===== src/rtl/udl_counter_sweep_ctrl.sv =====
// Sweep sequencer for an N-bit up/down/loadable counter: preloads a start value, steps toward
// an end value at a divided rate (up, down or bounce), repeats passes and cross-checks Q.
module udl_counter_sweep_ctrl #(
  parameter int N  = 4,
  parameter int PW = 8,
  parameter int RW = 4
) (
  input  logic          clk,
  input  logic          reset,
  input  logic          start,
  input  logic          abort,
  input  logic [1:0]    mode,
  input  logic [N-1:0]  start_val,
  input  logic [N-1:0]  end_val,
  input  logic [PW-1:0] div,
  input  logic [RW-1:0] repeats,
  output logic          busy,
  output logic          done,
  output logic          err,
  output logic [RW-1:0] pass_cnt,
  output logic          cnt_enable,
  output logic          cnt_up,
  output logic          cnt_load,
  output logic [N-1:0]  cnt_L,
  input  logic [N-1:0]  cnt_q
);

  typedef enum logic [1:0] {
    S_IDLE = 2'd0,
    S_LOAD = 2'd1,
    S_RUN  = 2'd2,
    S_DONE = 2'd3
  } state_t;

  localparam logic [N-1:0]  ONE_N  = N'(1);
  localparam logic [PW-1:0] ONE_PW = PW'(1);
  localparam logic [RW-1:0] ONE_RW = RW'(1);

  state_t        state_r, state_s;
  logic [1:0]    mode_r, mode_s;
  logic [N-1:0]  start_r, start_s, end_r, end_s;
  logic [N-1:0]  pos_r, pos_s, tgt_s;
  logic [PW-1:0] div_r, div_s, gap_r, gap_s;
  logic [RW-1:0] rep_r, rep_s, pass_cnt_s;
  logic          ret_r, ret_s, fin_r, fin_s, last_r, last_s;
  logic          eval_s, bounce_s, last_pass_s;
  logic          busy_s, done_s, err_s, cnt_enable_s, cnt_up_s, cnt_load_s;
  logic [N-1:0]  cnt_L_s;

  // Next-state and next-output logic; every decision looks at the position after this edge
  always_comb begin
    state_s     = state_r;
    mode_s      = mode_r;
    start_s     = start_r;
    end_s       = end_r;
    div_s       = div_r;
    rep_s       = rep_r;
    gap_s       = gap_r;
    ret_s       = ret_r;
    fin_s       = 1'b0;
    last_s      = last_r;
    err_s       = err;
    pass_cnt_s  = pass_cnt;
    cnt_up_s    = cnt_up;
    cnt_L_s     = cnt_L;
    eval_s      = 1'b0;
    tgt_s       = end_r;
    bounce_s    = (mode_r == 2'b10);
    last_pass_s = (pass_cnt >= rep_r);

    if (cnt_enable) begin
      pos_s = cnt_up ? (pos_r + ONE_N) : (pos_r - ONE_N);
    end else begin
      pos_s = pos_r;
    end

    case (state_r)
      S_IDLE: begin
        if (start && !abort) begin
          mode_s     = mode;
          start_s    = start_val;
          end_s      = end_val;
          div_s      = div;
          rep_s      = repeats;
          err_s      = 1'b0;
          pass_cnt_s = '0;
          cnt_L_s    = start_val;
          last_s     = 1'b0;
          state_s    = S_LOAD;
        end else begin
          state_s = S_IDLE;
        end
      end
      S_LOAD: begin
        if (abort) begin
          state_s = S_IDLE;
        end else begin
          pos_s    = start_r;
          cnt_up_s = (mode_r != 2'b01);
          ret_s    = 1'b0;
          gap_s    = '0;
          eval_s   = 1'b1;
          state_s  = S_RUN;
        end
      end
      S_RUN: begin
        if (abort) begin
          state_s = S_IDLE;
        end else if (cnt_q != pos_r) begin
          err_s   = 1'b1;
          state_s = S_DONE;
        end else if (fin_r) begin
          state_s = last_r ? S_DONE : S_LOAD;
        end else begin
          if (cnt_enable) begin
            gap_s = div_r;
          end else if (gap_r != '0) begin
            gap_s = gap_r - ONE_PW;
          end else begin
            gap_s = '0;
          end
          eval_s = 1'b1;
        end
      end
      S_DONE: begin
        state_s = S_IDLE;
      end
      default: begin
        state_s = S_IDLE;
      end
    endcase

    // Arrival handling: bounce turns at end_val, passes complete at the leg target
    if (eval_s) begin
      tgt_s = ret_s ? start_r : end_r;
      if (pos_s == tgt_s) begin
        if (bounce_s && !ret_s && (start_r != end_r)) begin
          ret_s    = 1'b1;
          cnt_up_s = ~cnt_up_s;
        end else begin
          pass_cnt_s = pass_cnt + ONE_RW;
          if (bounce_s && !last_pass_s) begin
            ret_s    = 1'b0;
            cnt_up_s = 1'b1;
          end else begin
            fin_s  = 1'b1;
            last_s = last_pass_s;
          end
        end
      end else begin
        fin_s = 1'b0;
      end
      tgt_s        = ret_s ? start_r : end_r;
      cnt_enable_s = !fin_s && (gap_s == '0) && (pos_s != tgt_s);
    end else begin
      cnt_enable_s = (state_s == S_LOAD);
    end

    busy_s     = (state_s == S_LOAD) || (state_s == S_RUN);
    done_s     = (state_s == S_DONE);
    cnt_load_s = (state_s == S_LOAD);
  end

  // State, configuration, shadow position and registered outputs
  always_ff @(posedge clk or posedge reset) begin
    if (reset) begin
      state_r    <= S_IDLE;
      mode_r     <= 2'b00;
      start_r    <= '0;
      end_r      <= '0;
      div_r      <= '0;
      rep_r      <= '0;
      pos_r      <= '0;
      gap_r      <= '0;
      ret_r      <= 1'b0;
      fin_r      <= 1'b0;
      last_r     <= 1'b0;
      busy       <= 1'b0;
      done       <= 1'b0;
      err        <= 1'b0;
      pass_cnt   <= '0;
      cnt_enable <= 1'b0;
      cnt_up     <= 1'b0;
      cnt_load   <= 1'b0;
      cnt_L      <= '0;
    end else begin
      state_r    <= state_s;
      mode_r     <= mode_s;
      start_r    <= start_s;
      end_r      <= end_s;
      div_r      <= div_s;
      rep_r      <= rep_s;
      pos_r      <= pos_s;
      gap_r      <= gap_s;
      ret_r      <= ret_s;
      fin_r      <= fin_s;
      last_r     <= last_s;
      busy       <= busy_s;
      done       <= done_s;
      err        <= err_s;
      pass_cnt   <= pass_cnt_s;
      cnt_enable <= cnt_enable_s;
      cnt_up     <= cnt_up_s;
      cnt_load   <= cnt_load_s;
      cnt_L      <= cnt_L_s;
    end
  end

endmodule


===== config.mk =====
export PLATFORM = sky130hd
export DESIGN_NAME = udl_counter_sweep_ctrl
export DESIGN_NICKNAME = d
export VERILOG_FILES = /design/src/rtl/udl_counter_sweep_ctrl.sv
export SDC_FILE = /design/constraint.sdc
export NUM_CORES = 1
export LEC_CHECK = 0
export ABC_CLOCK_PERIOD_IN_PS = 3950
export BUFFER_PORTS_ARGS = -buffer_cell sky130_fd_sc_hd__buf_2
export CAP_MARGIN = 20
export CORE_AREA = 10 10 86 88
export CTS_CLUSTER_DIAMETER = 30
export CTS_CLUSTER_SIZE = 20
export DETAILED_ROUTE_END_ITERATION = 10
export DIE_AREA = 0 0 96 98
export PLACE_DENSITY = 0.79
export SYNTH_ARGS = -nofsm -noshare
export SYNTH_HDL_FRONTEND = slang
export SYNTH_SLANG_ARGS = --single-unit
export TNS_END_PERCENT = 20

===== constraint.sdc =====
create_clock -name clk -period 3.95 [get_ports clk]
set_input_delay 0.79 -clock clk [delete_from_list [all_inputs] [get_ports clk]]
set_output_delay 0.79 -clock clk [all_outputs]
set_load 0.02 [all_outputs]

After elaboration in Yosys (flattened, before gate mapping)
Index checks and enable logic that the tools add are counted.
- flip-flop bits (word level): 49
- bits of input ports: 30
- word-level logic and storage cells: 115
- add/subtract/negate cells: 4
- order comparisons: 1
- equal/unequal tests: 15
- muxes and demuxes: 59
- bitwise gates (word level): 1
- reduce and logical (&&, ||, !) cells: 17
- operators with widths (cell ; number):
    2-to-1 mux 8 bit ; 6
    2-to-1 mux 4 bit ; 11
    2-to-1 mux 1 bit ; 33
    one-hot mux 8 bit (2 select lines) ; 1
    inequality test 4 bit ; 3
    == test 2 bit, second input constant ; 5
    2-to-1 mux 2 bit ; 5
    adder 4 x 1 -> 4 bit, second input constant ; 2
    zero test 8 bit ; 1
    one-hot mux 2 bit (4 select lines) ; 1
    nonzero test 8 bit ; 1
    subtractor 8 x 1 -> 8 bit, second input constant ; 1
    logical AND 1 bit ; 6
    inequality test 2 bit, second input constant ; 3
    == test 2 x 1 -> 1 bit, second input constant ; 2
    == test 4 bit ; 1
    >= comparator 4 bit ; 1
    zero test 1 bit ; 4
    one-hot mux 1 bit (2 select lines) ; 2
    AND reduction 4 bit ; 1
    subtractor 4 x 1 -> 4 bit, second input constant ; 1
    zero test 2 bit ; 1
    inequality test 2 x 1 -> 1 bit, second input constant ; 1
    AND reduction 2 bit ; 1
    other kinds (3) ; 3

Longest topological paths before layout
Gate-level depths: netlist (run 1).
- depth in word-level cells: 12
- mapped depth: 15
- depth with buffers taken out: 12

Worst setup path before layout (run 1)
No wires, ideal clock.
- path type: register to register
- from: register cnt_up
- to: register cnt_enable
- setup time: 0.121 ns
- data arrival time: 3.149 ns
- data required time: 3.829 ns
- slack: 0.680 ns
- cell stages (with the launch flop): 14
- period minus slack after synthesis: 3.270 ns
- cells stage by stage: dfrtp_1 -> inv_1 -> ha_1 -> a21o_1 -> a2111oi_0 -> a2111oi_0 -> and2_1 -> buf_6 -> xnor2_2 -> nand3b_1 -> nand2_4 -> mux2_4 -> a2111o_1 -> a22o_1
- cells in the longest elaborated chain, start to end: 11
- elaborated cells between the ends (all ways): 15
- ends and longest elaborated chain (what ; RTL line ; text):
    from (decl) ; 22 ; output logic cnt_up,
    from (signal assigned) ; 203 ; cnt_up <= cnt_up_s;
    2-to-1 mux 4 bit * ; 72 ; pos_s = cnt_up ? (pos_r + ONE_N) : (pos_r - ONE_N);
    2-to-1 mux 4 bit * ; 71 ; if (cnt_enable) begin
    2-to-1 mux 4 bit ; 95 ; if (abort) begin
    2-to-1 mux 4 bit * ; 77 ; case (state_r)
    == test 4 bit ; 136 ; if (pos_s == tgt_s) begin
    2-to-1 mux 1 bit ; 136 ;
    2-to-1 mux 1 bit ; 134 ; if (eval_s) begin
    2-to-1 mux 4 bit / zero test 1 bit (equally long branches) ; 153, 154 ;
    inequality test 4 bit / logical AND 1 bit (equally long branches) ; 154 ; cnt_enable_s = !fin_s && (gap_s == '0) && (pos_s != tgt_s);
    logical AND 1 bit * ; 154 ;
    2-to-1 mux 1 bit * ; 134 ;
    net cnt_enable_s ; 47 ; logic busy_s, done_s, err_s, cnt_enable_s, cnt_up_s, cnt_load_s;
    to (signal assigned) ; 202 ; cnt_enable <= cnt_enable_s;
    to (decl) ; 21 ; output logic cnt_enable,
The timed path passes the listed nets; every way through them passes the cells marked *. The select of a mux whose other input is x is not followed.
A chain may end at the register's enable or synchronous reset.

Worst setup path in the final report (run 1)
Ends and elaborated chain as after synthesis.

==> results of run 1 <==
==> state kept, by name (all words and copies together) (netlist names) <==
register and count:
err 1, busy 1, cnt_up 1, cnt_load 1, cnt_enable 1, pos_r 4
state_r 2, rep_r 4, ret_r 1, gap_r 8, mode_r 2, done 1
end_r 4, pass_cnt 4, last_r 1, div_r 8, fin_r 1, start_r 4
==> area by class of cell <==
| cell class | instances | area share, % |
|---|---|---|
| clock buffers | 7 | 2.53 |
| clock inverters | 1 | 0.881 |
| inverters | 24 | 2.64 |
| multi-input cells | 215 | 47.7 |
| flip-flops and latches | 49 | 36.0 |
| well taps | 75 | 2.75 |
| repair buffers | 47 | 7.56 |
==> power by group through the flow <==
stage / logic, mW / registers [mW] / clock network, mW
2_1_floorplan: 0.518 / 0.661 / 0
3_3_place_gp: 0.604 / 0.667 / 0
3_5_place_dp: 0.632 / 0.672 / 0
4_1_cts: 0.635 / 0.661 / 0.381
5_1_grt: 0.704 / 0.675 / 0.404
6_report: 0.639 / 0.662 / 0.373
==> routing by layer <==
| layer | wire (um) | track usage [%] | vias up |
|---|---|---|---|
| li1 | - | - | 1146 |
| met2 | 3050 | 22.3 | 59 |
| met3 | 318 | 3.52 | 10 |
| met4 | 101 | 5.90 | 0 |
| met5 | 0 | 0 | - |
| met1 | 2960 | 18.5 | 1140 |
==> cells in the mapped netlist, types with 3 or more instances <==
library cell                count
sky130_fd_sc_hd__ha_1          14
sky130_fd_sc_hd__o21ai_0       16
sky130_fd_sc_hd__buf_6          4
sky130_fd_sc_hd__a21o_1         5
sky130_fd_sc_hd__a2111oi_0      4
sky130_fd_sc_hd__nor3_1        10
sky130_fd_sc_hd__mux2_2        22
sky130_fd_sc_hd__clkbuf_1       5
sky130_fd_sc_hd__nand2_1       25
sky130_fd_sc_hd__nor2_1        13
sky130_fd_sc_hd__nor2b_1        3
sky130_fd_sc_hd__nand3_1        9
sky130_fd_sc_hd__inv_1         24
sky130_fd_sc_hd__xnor2_1       14
sky130_fd_sc_hd__dfrtp_1       49
sky130_fd_sc_hd__mux2i_1        6
sky130_fd_sc_hd__nand2b_1       5
sky130_fd_sc_hd__a21oi_1       13
sky130_fd_sc_hd__a21boi_0       3
sky130_fd_sc_hd__a22o_1        10
==> worst reg2reg max path: cells and delay by family, from the launching register on <==
| family | cells | cell delay, ns |
|---|---|---|
| compound gates | 5 | 1.19 |
| xor+xnor | 1 | 0.18 |
| fa+ha+maj | 1 | 0.38 |
| buf+inv | 1 | 0.14 |
| flops | 1 | 0.51 |
| mux | 1 | 0.31 |
| simple gates | 3 | 0.68 |
==> metrics by stage <==
stage,power [mW],setup WS [ns],hold slack [ns],instances
final,1.67,0.456,0.402,418
after global routing,1.78,0.215,0.409,418
after CTS,1.68,0.472,0.517,417
after detailed placement,1.30,0.370,0.497,409
after global placement,1.27,0.469,0.490,409
after floorplan,1.18,0.680,0.479,299
==> path summary, 6_finish.rpt <==
path	slack (ns)	startpoint	endpoint
max	0.46	cnt_up	cnt_enable
min	0.40	reset	div_r[4]
max reg2reg	0.46	cnt_up	cnt_enable
min reg2reg	0.51	div_r[1]	div_r[1]
max in group asynchronous	3.08	reset	start_r[2]
min in group clk	0.51	div_r[1]	div_r[1]
==> kinds of logic (layout without fill, tap and decap cells) <==
family,after synthesis,after routing,share of synthesized area [%]
AND/OR/NAND/NOR,80,80,13.7
AO/OA/AOI/OAI,73,73,17.4
flip-flops,49,49,40.7
buffers and inverters,35,79,5.48
multiplexers,30,30,11.2
XOR/XNOR,17,17,5.19
adder cells (fa/ha/maj),15,15,6.47
==> metrics.log, run 1 <==
[metrics] setup repair bufs after CTS: 0
[metrics] number of distinct library cells after synthesis: 57
[metrics] routed vias: 2355
[metrics] clock buffers created by TritonCTS: 5
[metrics] clock skew: between 0.009 and 0.01 ns
[metrics] most instantiated flip-flop cell in the synthesis netlist: sky130_fd_sc_hd__dfrtp_1
[metrics] clock transition at the registers of the reported paths: 0.09 ns
[metrics] share of power burned in registers: 39.6%
[metrics] Crit. path cell count: 12
[metrics] type of the most critical hold path: input pin to async pin
[metrics] maximum number of buffers from clock root to sink: 2
[metrics] result of the run: finished, final reports clean
[metrics] Yosys warning count: 0
[metrics] number of diodes: 0
[metrics] Crit path required time: ~4.2 ns
[metrics] post-detailed-route count of antenna-violating nets: 0
[metrics] FMAX: 0.286 GHz
[metrics] worst reg-to-reg path cell count: 12
[metrics] pin count of the biggest net entering global routing: 50
[metrics] HPWL after detailed placement: 4910 um
[metrics] Initial Util: 52.5%
[metrics] final global-route overflow total: 0
[metrics] Seq cells post-synth: roughly 50
[metrics] drt first-iter violations: 176
[metrics] clk_lat worst skew: 0.31 ns
[metrics] cell type of the slowest stage on the worst timing path: sky130_fd_sc_hd__dfrtp_1
[metrics] Sinks on Clock Net: a little under 50
[metrics] overall routing resource usage: 14.4%
[metrics] chip width: approximately 96 um
[metrics] Layout Utilization: between 50% and 60%
[metrics] setup tns final: 0 ns
[metrics] EDFF count, synth: 0
[metrics] sort of element at the start of the critical path: flop
[metrics] top cell type by total area after synthesis: sky130_fd_sc_hd__dfrtp_1
[metrics] total DRC errors in the routed layout: 0
[metrics] final hold viol count: 0
[metrics] Routed Wire Length: 6430 um
[metrics] part of the power in the clock network: between 20% and 30%
[metrics] portion of the clock cycle consumed by the worst path in the final layout: 88.5%
[metrics] Synth Instances: 299
[metrics] Least-Margin Pin Slew: 0.633 ns
[metrics] cell area after layout: 3410 sq um
[metrics] final count of negative-setup-slack endpoints: 0
[metrics] area of the die: between 9000 and 10000 sq um
[metrics] last weighted congestion value of the routability-driven placer: 0.908
[metrics] post-synthesis average cell area: between 10 and 15 sq um
[metrics] fraction of final layout cells with drive strength greater than 1: 26.8%
[metrics] dominant cell type by count on the critical path: sky130_fd_sc_hd__a2111oi_0
[metrics] Pint: 1.08 mW
[metrics] top post-synthesis cells by area: sky130_fd_sc_hd__dfrtp_1 (41%), sky130_fd_sc_hd__mux2_2 (8.2%), sky130_fd_sc_hd__ha_1 (5.8%)
[metrics] average wire length per cell after detail routing: 15.4 um
[metrics] clock root cell: sky130_fd_sc_hd__clkbuf_8
[metrics] Cell Pwr Density: between 400 and 500 nW/um^2
[metrics] worst max-slew margin expressed relative to the limit: a little under three fifths
[metrics] die height: 98 um
[metrics] CTS resizes: 0
[metrics] commonest non-fill, non-tap cells in the layout: sky130_fd_sc_hd__dfrtp_1 (49), sky130_fd_sc_hd__buf_2 (43), sky130_fd_sc_hd__nand2_1 (25)
[metrics] Post-synth ARST share: 100%
[metrics] antenna violations before repair: 0
[metrics] most common library cell in the layout ignoring fill and taps: sky130_fd_sc_hd__dfrtp_1
[metrics] floorplan row count: 28
[metrics] Synth top area share: 40.7%
[metrics] Nets: 387
[metrics] Filler cells: 526
[metrics] critical setup path kind: flop to flop
[metrics] sequential share of the synthesized area: 40.7%
[metrics] switching fraction of total power: 35.4%
[metrics] shortest clock period the worst path allows after layout: 3.49 ns
[metrics] maximum ir drop on the vdd rail: roughly 0.32 mV
[metrics] Mapped Nets: 344
[metrics] Multi-input gate area: 1620 sq um
[metrics] ordered list of cells on the worst path: inv_1 > ha_1 > a21oi_1 > a2111oi_0 > a2111oi_0 > and2_1 > xnor2_2 > nand3b_1 > nand2_4 > mux2_4 > a2111o_1 > a22o_1
[metrics] post-placement cell area: approximately 3300 sq um
[metrics] count of final max-slew check failures: 0
[metrics] global-route wire length before repair: 11100 um
[metrics] footprint of the flip-flops and latches: 1230 sq um
[metrics] buffers added on ports: 43
[metrics] delay of the slowest critical-path stage: 0.51 ns
[metrics] RSZ-0062 raised after global routing: false
[metrics] floorplan core area: 5750 sq um
[metrics] summed instance area of the synthesized netlist: ~3000 sq um
[metrics] cell family with most CP delay: compound AO/OA/AOI/OAI gates
[metrics] H-tree depth reported by CTS: 2
[metrics] CTS Hold Bufs: 0
[metrics] TritonCTS clock tree: yes
[metrics] I/O Pins: 44
[metrics] vias in the first global route: around 2400
[metrics] number of violations of the max-capacitance limit: 0
[metrics] crit end category: flop
[metrics] Leakage: 1.59 nW
[metrics] CP bufs+invs: 1
[metrics] drt first pass iters: 4
[metrics] Area growth syn-to-layout: 13.0%
[metrics] worst path arrival time: 3.70 ns
[metrics] Logic pwr share: 38.1%
[metrics] via density per instance: approximately 5.6
[metrics] crit-path max FO: 7
[metrics] power spent charging and discharging nets: 592 uW
Note: power is estimated with default switching activity, not from simulation.
==> run 2: changes to the inputs <==
Settings changed: ABC_CLOCK_PERIOD_IN_PS 3950 to 4100.
Clock period 3.95 ns to 4.1 ns, I/O delays scaled along.
==> run 2 against run 1 <==
  * Clock skew shrank 0.0049 ns
  * Maximum frequency is 1.0% higher
  * Hold slack improved by 0.031 ns
  * Sequential share of layout area shrank 0.11 points
  * Die area unchanged
  * First-iteration DRC count decreased by 11%
  * Largest cell class unchanged
==> metrics.log, run 2 (synthesized netlist as in run 1, its figures left out) <==
[metrics] clock buffers created by TritonCTS: 5
[metrics] maximum ir drop on the vdd rail: 0.288 mV
[metrics] die height: just under 100 um
[metrics] H-tree depth reported by CTS: 2
[metrics] worst path arrival time: approximately 3.7 ns
[metrics] Crit path required time: 4.29 ns
[metrics] CTS Hold Bufs: 0
[metrics] Filler cells: ~500
[metrics] chip width: between 90 and 100 um
[metrics] floorplan core area: approximately 5700 sq um
[metrics] crit-path max FO: 7
[metrics] setup repair bufs after CTS: 0
[metrics] vias in the first global route: 2435
[metrics] I/O Pins: between 40 and 50
[metrics] Area growth syn-to-layout: 13.4%
[metrics] clock root cell: sky130_fd_sc_hd__clkbuf_8
[metrics] type of the most critical hold path: input pin to async pin
[metrics] Sinks on Clock Net: between 40 and 50
[metrics] drt first pass iters: 4
[metrics] via density per instance: 5.58
[metrics] sort of element at the start of the critical path: flop
[metrics] number of violations of the max-capacitance limit: 0
[metrics] portion of the clock cycle consumed by the worst path in the final layout: 84.3%
[metrics] shortest clock period the worst path allows after layout: around 3.5 ns
[metrics] pin count of the biggest net entering global routing: 50
[metrics] total DRC errors in the routed layout: 0
[metrics] post-layout power: 1.65 mW
[metrics] drt first-iter violations: 156
[metrics] FMAX: 0.289 GHz
[metrics] Multi-input gate area: around 1600 sq um
[metrics] overall routing resource usage: 14.0%
[metrics] clock skew: 0.00506 ns
[metrics] global-route wire length before repair: 11000 um
[metrics] Leakage: between 1.5 and 2 nW
[metrics] registers with the most flip-flops: div_r (8), gap_r (8)
[metrics] crit end category: flop
[metrics] TritonCTS clock tree: yes
[metrics] clock transition at the registers of the reported paths: ~0.090 ns
[metrics] clk_lat worst skew: roughly 0.30 ns
[metrics] HPWL after detailed placement: 4810 um
[metrics] RSZ-0062 raised after global routing: false
[metrics] average wire length per cell after detail routing: 15.2 um
[metrics] antenna violations before repair: 0
[metrics] Nets: 386
[metrics] routed vias: 2328
[metrics] fraction of final layout cells with drive strength greater than 1: between 20 and 30%
[metrics] most common library cell in the layout ignoring fill and taps: sky130_fd_sc_hd__dfrtp_1
[metrics] commonest non-fill, non-tap cells in the layout: sky130_fd_sc_hd__dfrtp_1 (49), sky130_fd_sc_hd__buf_2 (43), sky130_fd_sc_hd__nand2_1 (25)
[metrics] buffers added on ports: 43
[metrics] Least-Margin Pin Slew: 0.698 ns
[metrics] final global-route overflow total: 0
[metrics] final hold viol count: 0
[metrics] footprint of the flip-flops and latches: 1230 sq um
[metrics] Initial Util: 52.5%
[metrics] setup tns final: 0 ns
[metrics] critical setup path kind: flop to flop
[metrics] count of final max-slew check failures: 0
[metrics] last weighted congestion value of the routability-driven placer: around 0.91
[metrics] area of the die: about 9400 sq um
[metrics] number of diodes: 0
[metrics] maximum number of buffers from clock root to sink: 2
[metrics] post-detailed-route count of antenna-violating nets: 0
[metrics] worst max-slew margin expressed relative to the limit: 53.5%
[metrics] final count of negative-setup-slack endpoints: 0
[metrics] Cell Pwr Density: 484 nW/um^2
[metrics] floorplan row count: 28
[metrics] CTS resizes: 0
[metrics] result of the run: finished, final reports clean
[metrics] worst hold margin: 0.433 ns
[metrics] Routed Wire Length: 6360 um
-- run 2: changes by cell type in the layout (fill, tap and decap cells not counted) --
cell	delta
sky130_fd_sc_hd__buf_4	-1
sky130_fd_sc_hd__bufinv_16	+1
sky130_fd_sc_hd__clkbuf_1	-1
sky130_fd_sc_hd__clkbuf_8	-1
sky130_fd_sc_hd__clkinv_2	+1
-- run 2: cell type report --
class	instances	area share, %
clock inverter	3	1.90
clock buffer	5	2.01
multi-input combinational	215	47.5
tap	75	2.75
inverter	24	2.64
timing repair buffer	46	7.32
sequential	49	35.9
-- run 2: final timing paths --
kind | endpoint | from | slack, ns | depth (start not counted)
max | cnt_enable | cnt_up | 0.64 | 12
min | div_r[7] | reset | 0.43 | 2
max reg2reg | cnt_enable | cnt_up | 0.64 | 12
min reg2reg | rep_r[1] | rep_r[1] | 0.51 | 1
max in group asynchronous | end_r[1] | reset | 3.19 | 3
min in group clk | rep_r[1] | rep_r[1] | 0.51 | 1
-- run 2: report_power, final --
part	internal, mW	leakage, nW	total, mW	switching [mW]
Sequential	0.553	0.618	0.639	0.0866
Combinational	0.290	0.907	0.612	0.322
Clock	0.242	0.0681	0.403	0.161
Total	1.09	1.59	1.65	0.569
-- run 2: per-stage QoR --
step	std cells	area [sq um]	setup WS (ns)	utilization, %
finish	417	3420	0.642	59.5
global route	417	3420	0.382	59.5
CTS	416	3400	0.648	59.1
detailed placement	408	3260	0.511	56.8
global placement	408	3260	0.592	56.8
floorplan	299	3020	0.830	-
-- run 2: routing by layer --
metal / share of wire, % / track usage, %
met5: 0 / 0
met4: 1.7 / 4.99
met3: 4.0 / 2.68
met2: 47 / 22.9
met1: 47 / 17.8
-- run 2: critical path, stage by stage (launching register included) --
cell	delay (ns)
sky130_fd_sc_hd__dfrtp_1	0.48
sky130_fd_sc_hd__inv_1	0.13
sky130_fd_sc_hd__ha_1	0.38
sky130_fd_sc_hd__a21oi_1	0.21
sky130_fd_sc_hd__a2111oi_0	0.12
sky130_fd_sc_hd__a2111oi_0	0.34
sky130_fd_sc_hd__and2_1	0.32
sky130_fd_sc_hd__xnor2_2	0.18
sky130_fd_sc_hd__nand3b_1	0.21
sky130_fd_sc_hd__nand2_4	0.15
sky130_fd_sc_hd__mux2_4	0.30
sky130_fd_sc_hd__a2111o_1	0.34
sky130_fd_sc_hd__a22o_1	0.19
